**config.mk**
```make
export PLATFORM = sky130hd
export DESIGN_NAME = bin_to_bcd_seq
export DESIGN_NICKNAME = d
export VERILOG_FILES = /design/src/rtl/bin_to_bcd_seq_pkg.sv /design/src/rtl/bin_to_bcd_seq_add3.sv /design/src/rtl/bin_to_bcd_seq.sv
export SDC_FILE = /design/constraint.sdc
export NUM_CORES = 1
export LEC_CHECK = 0
export CORE_MARGIN = 4
export CORE_UTILIZATION = 53
export DETAILED_ROUTE_END_ITERATION = 10
export PLACE_DENSITY = 0.78
export SLEW_MARGIN = 15
export SYNTH_ARGS = -nofsm -noshare
export SYNTH_HDL_FRONTEND = slang
export SYNTH_SLANG_ARGS = --single-unit
```
**constraint.sdc**
```tcl
create_clock -name CLK -period 1.8 [get_ports CLK]
set_clock_uncertainty 0.15 [all_clocks]
set_input_delay 0.18 -clock CLK [delete_from_list [all_inputs] [get_ports CLK]]
set_output_delay 0.18 -clock CLK [all_outputs]
set_load 0.005 [all_outputs]
```
**src/rtl/bin_to_bcd_seq_pkg.sv**
```systemverilog
// ---------------------------------------------------------------------------
// bin_to_bcd_seq_pkg
//   Shared definitions for the sequential binary-to-BCD converter:
//   FSM state encodings and the double-dabble nibble-adjust constants.
//   No ports (package).
// ---------------------------------------------------------------------------
package bin_to_bcd_seq_pkg;

  // FSM state encoding. The unused code 2'd3 is treated as IDLE by the top.
  typedef logic [1:0] state_t;

  localparam logic [1:0] ST_IDLE = 2'd0;
  localparam logic [1:0] ST_CONV = 2'd1;
  localparam logic [1:0] ST_DONE = 2'd2;

  // Double-dabble nibble adjust: any digit >= 5 gets +3 before the shift,
  // so that the shift's doubling carries correctly into the next digit.
  localparam logic [3:0] BCD_ADJ_THRESH = 4'd5;
  localparam logic [3:0] BCD_ADJ_ADD    = 4'd3;

  // Adjust a single BCD nibble; the result never exceeds 4'd12 for a legal
  // digit input, so no carry out of the nibble is ever needed.
  function automatic logic [3:0] bcd_adjust(input logic [3:0] digit);
    bcd_adjust = (digit >= BCD_ADJ_THRESH) ? (digit + BCD_ADJ_ADD) : digit;
  endfunction

endpackage

```
**src/rtl/bin_to_bcd_seq_add3.sv**
```systemverilog
// ---------------------------------------------------------------------------
// bcd_add3
//   Combinational nibble adjust used by the double-dabble datapath:
//   adjusted = (nibble >= 5) ? nibble + 3 : nibble. Never carries out.
// Ports
//   nibble    in   4  BCD digit of the scratch register before the shift
//   adjusted  out  4  digit after the add-3 correction
// ---------------------------------------------------------------------------
module bcd_add3
  import bin_to_bcd_seq_pkg::*;
(
  input  logic [3:0] nibble,
  output logic [3:0] adjusted
);

  always_comb begin
    adjusted = bcd_adjust(nibble);
  end

endmodule

```
**src/rtl/bin_to_bcd_seq.sv**
```systemverilog
// ---------------------------------------------------------------------------
// bin_to_bcd_seq
//   Sequential binary-to-BCD converter (shift-and-add-3, one bit per clock).
//   A START accepted in IDLE loads the operand into the low bits of a scratch
//   register; WIDTH edges later the packed BCD result is registered on BCD
//   and DONE pulses for one cycle. BCD holds until the next conversion ends.
// Ports
//   CLK    in   1          clock, rising edge
//   RST    in   1          synchronous active-high reset
//   START  in   1          conversion request, sampled only in IDLE
//   BIN    in   WIDTH      unsigned operand, captured when START is accepted
//   BUSY   out  1          high while converting
//   DONE   out  1          one-cycle pulse, BCD just updated
//   BCD    out  4*DIGITS   packed BCD, BCD[3:0] = units digit
// ---------------------------------------------------------------------------
module bin_to_bcd_seq
  import bin_to_bcd_seq_pkg::*;
#(
  parameter int WIDTH  = 8,
  parameter int DIGITS = 3
) (
  input  logic                  CLK,
  input  logic                  RST,
  input  logic                  START,
  input  logic [WIDTH-1:0]      BIN,
  output logic                  BUSY,
  output logic                  DONE,
  output logic [4*DIGITS-1:0]   BCD
);

  localparam int SW = WIDTH + 4 * DIGITS;   // scratch width
  localparam int CW = $clog2(WIDTH + 1);    // bit counter width

  state_t                 state_reg;
  logic [CW-1:0]          cnt_reg;
  logic [SW-1:0]          scratch_reg;
  logic [4*DIGITS-1:0]    bcd_reg;
  logic                   busy_reg;
  logic                   done_reg;

  logic [SW-1:0]          adj_next;
  logic [SW-1:0]          shifted_next;

  // Binary part of the scratch passes through untouched; only the BCD
  // digit field above it gets the per-nibble correction.
  assign adj_next[WIDTH-1:0] = scratch_reg[WIDTH-1:0];

  generate
    for (genvar gi = 0; gi < DIGITS; gi++) begin : g_adj
      bcd_add3 u_add3 (
        .nibble   (scratch_reg[WIDTH + 4*gi +: 4]),
        .adjusted (adj_next[WIDTH + 4*gi +: 4])
      );
    end
  endgenerate

  // The top bit shifted out is always zero given 10**DIGITS > 2**WIDTH-1.
  assign shifted_next = adj_next << 1;

  always_ff @(posedge CLK) begin
    if (RST) begin
      state_reg   <= ST_IDLE;
      cnt_reg     <= '0;
      scratch_reg <= '0;
      bcd_reg     <= '0;
      busy_reg    <= 1'b0;
      done_reg    <= 1'b0;
    end else begin
      case (state_reg)
        ST_IDLE: begin
          done_reg <= 1'b0;
          if (START) begin
            scratch_reg <= {{(4*DIGITS){1'b0}}, BIN};
            cnt_reg     <= CW'(WIDTH);
            busy_reg    <= 1'b1;
            state_reg   <= ST_CONV;
          end
        end

        ST_CONV: begin
          scratch_reg <= shifted_next;
          cnt_reg     <= cnt_reg - CW'(1);
          if (cnt_reg == CW'(1)) begin
            // Last bit: publish the digit field of the final shifted value.
            bcd_reg   <= shifted_next[SW-1 -: 4*DIGITS];
            done_reg  <= 1'b1;
            busy_reg  <= 1'b0;
            state_reg <= ST_DONE;
          end
        end

        ST_DONE: begin
          done_reg  <= 1'b0;
          state_reg <= ST_IDLE;
        end

        default: begin
          // Illegal encoding: fall back to a quiet IDLE.
          done_reg  <= 1'b0;
          busy_reg  <= 1'b0;
          state_reg <= ST_IDLE;
        end
      endcase
    end
  end

  assign BUSY = busy_reg;
  assign DONE = done_reg;
  assign BCD  = bcd_reg;

endmodule

```
==> results.py, run 1 <==
metrics = {
    "detailed_routing": {
        "routed_wl_um": 4040,
        "drc_errors": 0,
        "vias": 1507,
        "first_pass_iters": 6,
        "viasPerCell": 5.46,
        "wl_per_cell_um": 14.6,
        "drt_iter0_drc": 156,
        "ant_nets": 0,
    },
    "timing": {
        "holdWs_ns": 0.261,
        "finalCritPeriodShare_pct": 93.2,
        "period_minus_slack_ns": 1.68,
        "tightest_slew_ns": 0.346,
        "drv_slew": 0,
        "relSlewSlack_pct": 76.9,
        "setup_viol": 0,
        "max_freq_mhz": 596,
        "hold_violations": 0,
        "rsz0062_at_grt": "false",
        "fin_tns_setup_ns": 0,
    },
    "placement": {
        "gp_congestion": 0.836,
        "port_buffers": 24,
        "dp_hpwl_um": 3060,
    },
    "clocking": {
        "cts_tree": "done",
        "h-tree-depth": 2,
        "cts_buffer_depth": 2,
        "clk-insertion-delay-late_ns": 0.35,
        "numCtsBuffers": 5,
        "clockRootBuffer": "clkbuf_4",
        "cts_sinks": 40,
        "clk_pin_slew_worst_paths_ns": 0.12,
    },
    "die": {
        "io_pins": 25,
        "dieArea_sq_um": 4410,
        "num_rows": 20,
        "start_util_pct": 57.4,
        "die_y_um": 66.4,
        "die_w_um": 66.4,
        "coreArea_sq_um": 3150,
    },
    "synth": {
        "yosysSeqAreaShare_pct": 44.3,
        "synth_top_cell_area_share_pct": 44.3,
        "synth_top_cell_by_area": "dfxtp_1",
        "synthesis.area_sq_um": 1810,
        "yosysUniqueCellTypes": 33,
        "ys_warn_count": 0,
        "synthesis.nets": 213,
        "postSynthAreaPerCell_sq_um": 9.33,
        "synth-async-reset-ratio_pct": 0,
        "synthTopCellsByArea": "dfxtp_1, ha_1, nor2_1, o22ai_1, nand2b_1",
        "synth_ff_type": "dfxtp_1",
        "synth_edf_count": 0,
        "synth-seq-cells": 40,
        "netlist_instances": 194,
    },
    "min_path": {
        "hold_depth": 3,
        "hold_path.class": "in -> reg",
    },
    "finish": {
        "drive_gt1_share_pct": 17.7,
        "final_cell_mix": "dfxtp_1, clkdlybuf4s50_1, nor2_1, buf_4, inv_1",
        "largest_reg_flops": 20,
        "n_antenna_cell": 0,
        "final_util_pct": 72.2,
        "final_common_cell": "dfxtp_1",
        "area_growth_pct": 25.9,
        "nets": 250,
    },
    "global_route": {
        "grt_usage_pct": 20.0,
        "grt_pass1_vias": 1488,
        "grt_antenna_before_repair": 0,
        "gr-total-overflow": 0,
        "grt_max_degree": 14,
        "grt_pass1_wl_um": 6700,
    },
    "setup_path": {
        "arrival_ns": 1.81,
        "startpoint_type": "register",
        "ff2ff_path_depth": 6,
        "crit_path_max_fanout": 4,
        "end_kind": "register",
        "crit_type": "reg -> reg",
        "cp.required_ns": 1.93,
        "reg2reg_slack_ns": 0.12,
    },
    "power_and_ir_drop": {
        "power_density_nw_per_um2": 765,
        "peakVddDrop_mv": 0.478,
        "power.leakage_nw": 0.850,
    },
    "flow_run": {
        "cap_viol_max_count": 0,
    },
    "outcome": {
        "status": "complete, no violations",
    },
}
==> worst max-delay path, stage by stage (launching register included) <==
cell and delay (ns):
dfxtp_1 0.35, inv_1 0.08, ha_1 0.18, nand2b_1 0.16, a21oi_2 0.19, mux2_2 0.36, o22ai_1 0.14
==> cell families after synthesis <==
| family | share of synthesized area [%] |
|---|---|
| DFF | 44.3 |
| and+or+nand+nor | 17.0 |
| muxes | 3.04 |
| xor gates and xnor gates | 1.45 |
| buffers and inverters | 6.98 |
| adders and majority gates | 5.53 |
| AOI/OAI and AO/OA | 21.7 |
==> what timing repair did <==
item	CTS	global route
gates resized for setup	0	12
setup buffers	0	2
hold buffers	0	0
endpoints found under the setup margin	0	15
==> where the power goes <==
part | total [mW] | switching [mW] | internal [mW]
Sequential | 0.949 | 0.0309 | 0.919
Clock | 0.578 | 0.287 | 0.291
Combinational | 0.214 | 0.0987 | 0.115
==> Yosys cell counts (3+ instances only) <==
cell	number
a211oi_1	7
a21oi_1	13
a222oi_1	3
a32o_1	3
buf_2	5
buf_6	3
dfxtp_1	40
ha_1	8
inv_1	14
mux2_2	4
nand2_1	9
nand2b_1	11
nor2_1	22
nor2b_1	4
nor3b_1	6
o21ai_0	7
o22ai_1	12
o31ai_1	3
xnor2_1	3
==> through the flow <==
| step | instances | worst slack [ns] | total power, mW | cell area [sq um] |
|---|---|---|---|---|
| floorplan | 194 | 0.169 | 1.09 | 1810 |
| global placement | 266 | 0.0656 | 1.16 | 2140 |
| detailed placement | 266 | 0.0105 | 1.17 | 2140 |
| CTS | 274 | 0.00459 | 1.74 | 2220 |
| global route | 276 | 0.0278 | 1.83 | 2280 |
| finish | 276 | 0.122 | 1.74 | 2280 |
==> per-layer routing <==
| metal | wire length [um] | vias up | GRT usage (%) |
|---|---|---|---|
| met5 | 0 | - | 0 |
| met4 | 32 | 0 | 5.33 |
| met3 | 171 | 4 | 5.95 |
| met2 | 2030 | 32 | 33.8 |
| met1 | 1810 | 715 | 24.5 |
| li1 | - | 756 | - |
==> layout make-up <==
cell class / count / area [sq um]
tap: 44 / 55.1
multi-input combinational: 129 / 920
inverter: 14 / 52.6
clock buffer: 6 / 41.3
timing repair buffer: 41 / 372
fill: 259 / 876
sequential: 40 / 802
clock inverter: 2 / 35.0
==> final timing paths <==
check,start,end
setup / recovery,scratch_reg[13],BCD[6]
hold reg to reg,DONE,DONE
hold / removal,BIN[2],scratch_reg[2]
setup reg to reg,scratch_reg[13],BCD[6]
Note: power is estimated with default switching activity, not from simulation.
==> inputs of run 2 (changes only) <==
CAP_MARGIN = 30   (was unset)
CTS_CLUSTER_DIAMETER = 200   (was unset)
SKIP_LAST_GASP = 1   (was unset)
==> results of run 2 <==
Same layout as run 1: the final DEF is identical, and so are final timing and power.
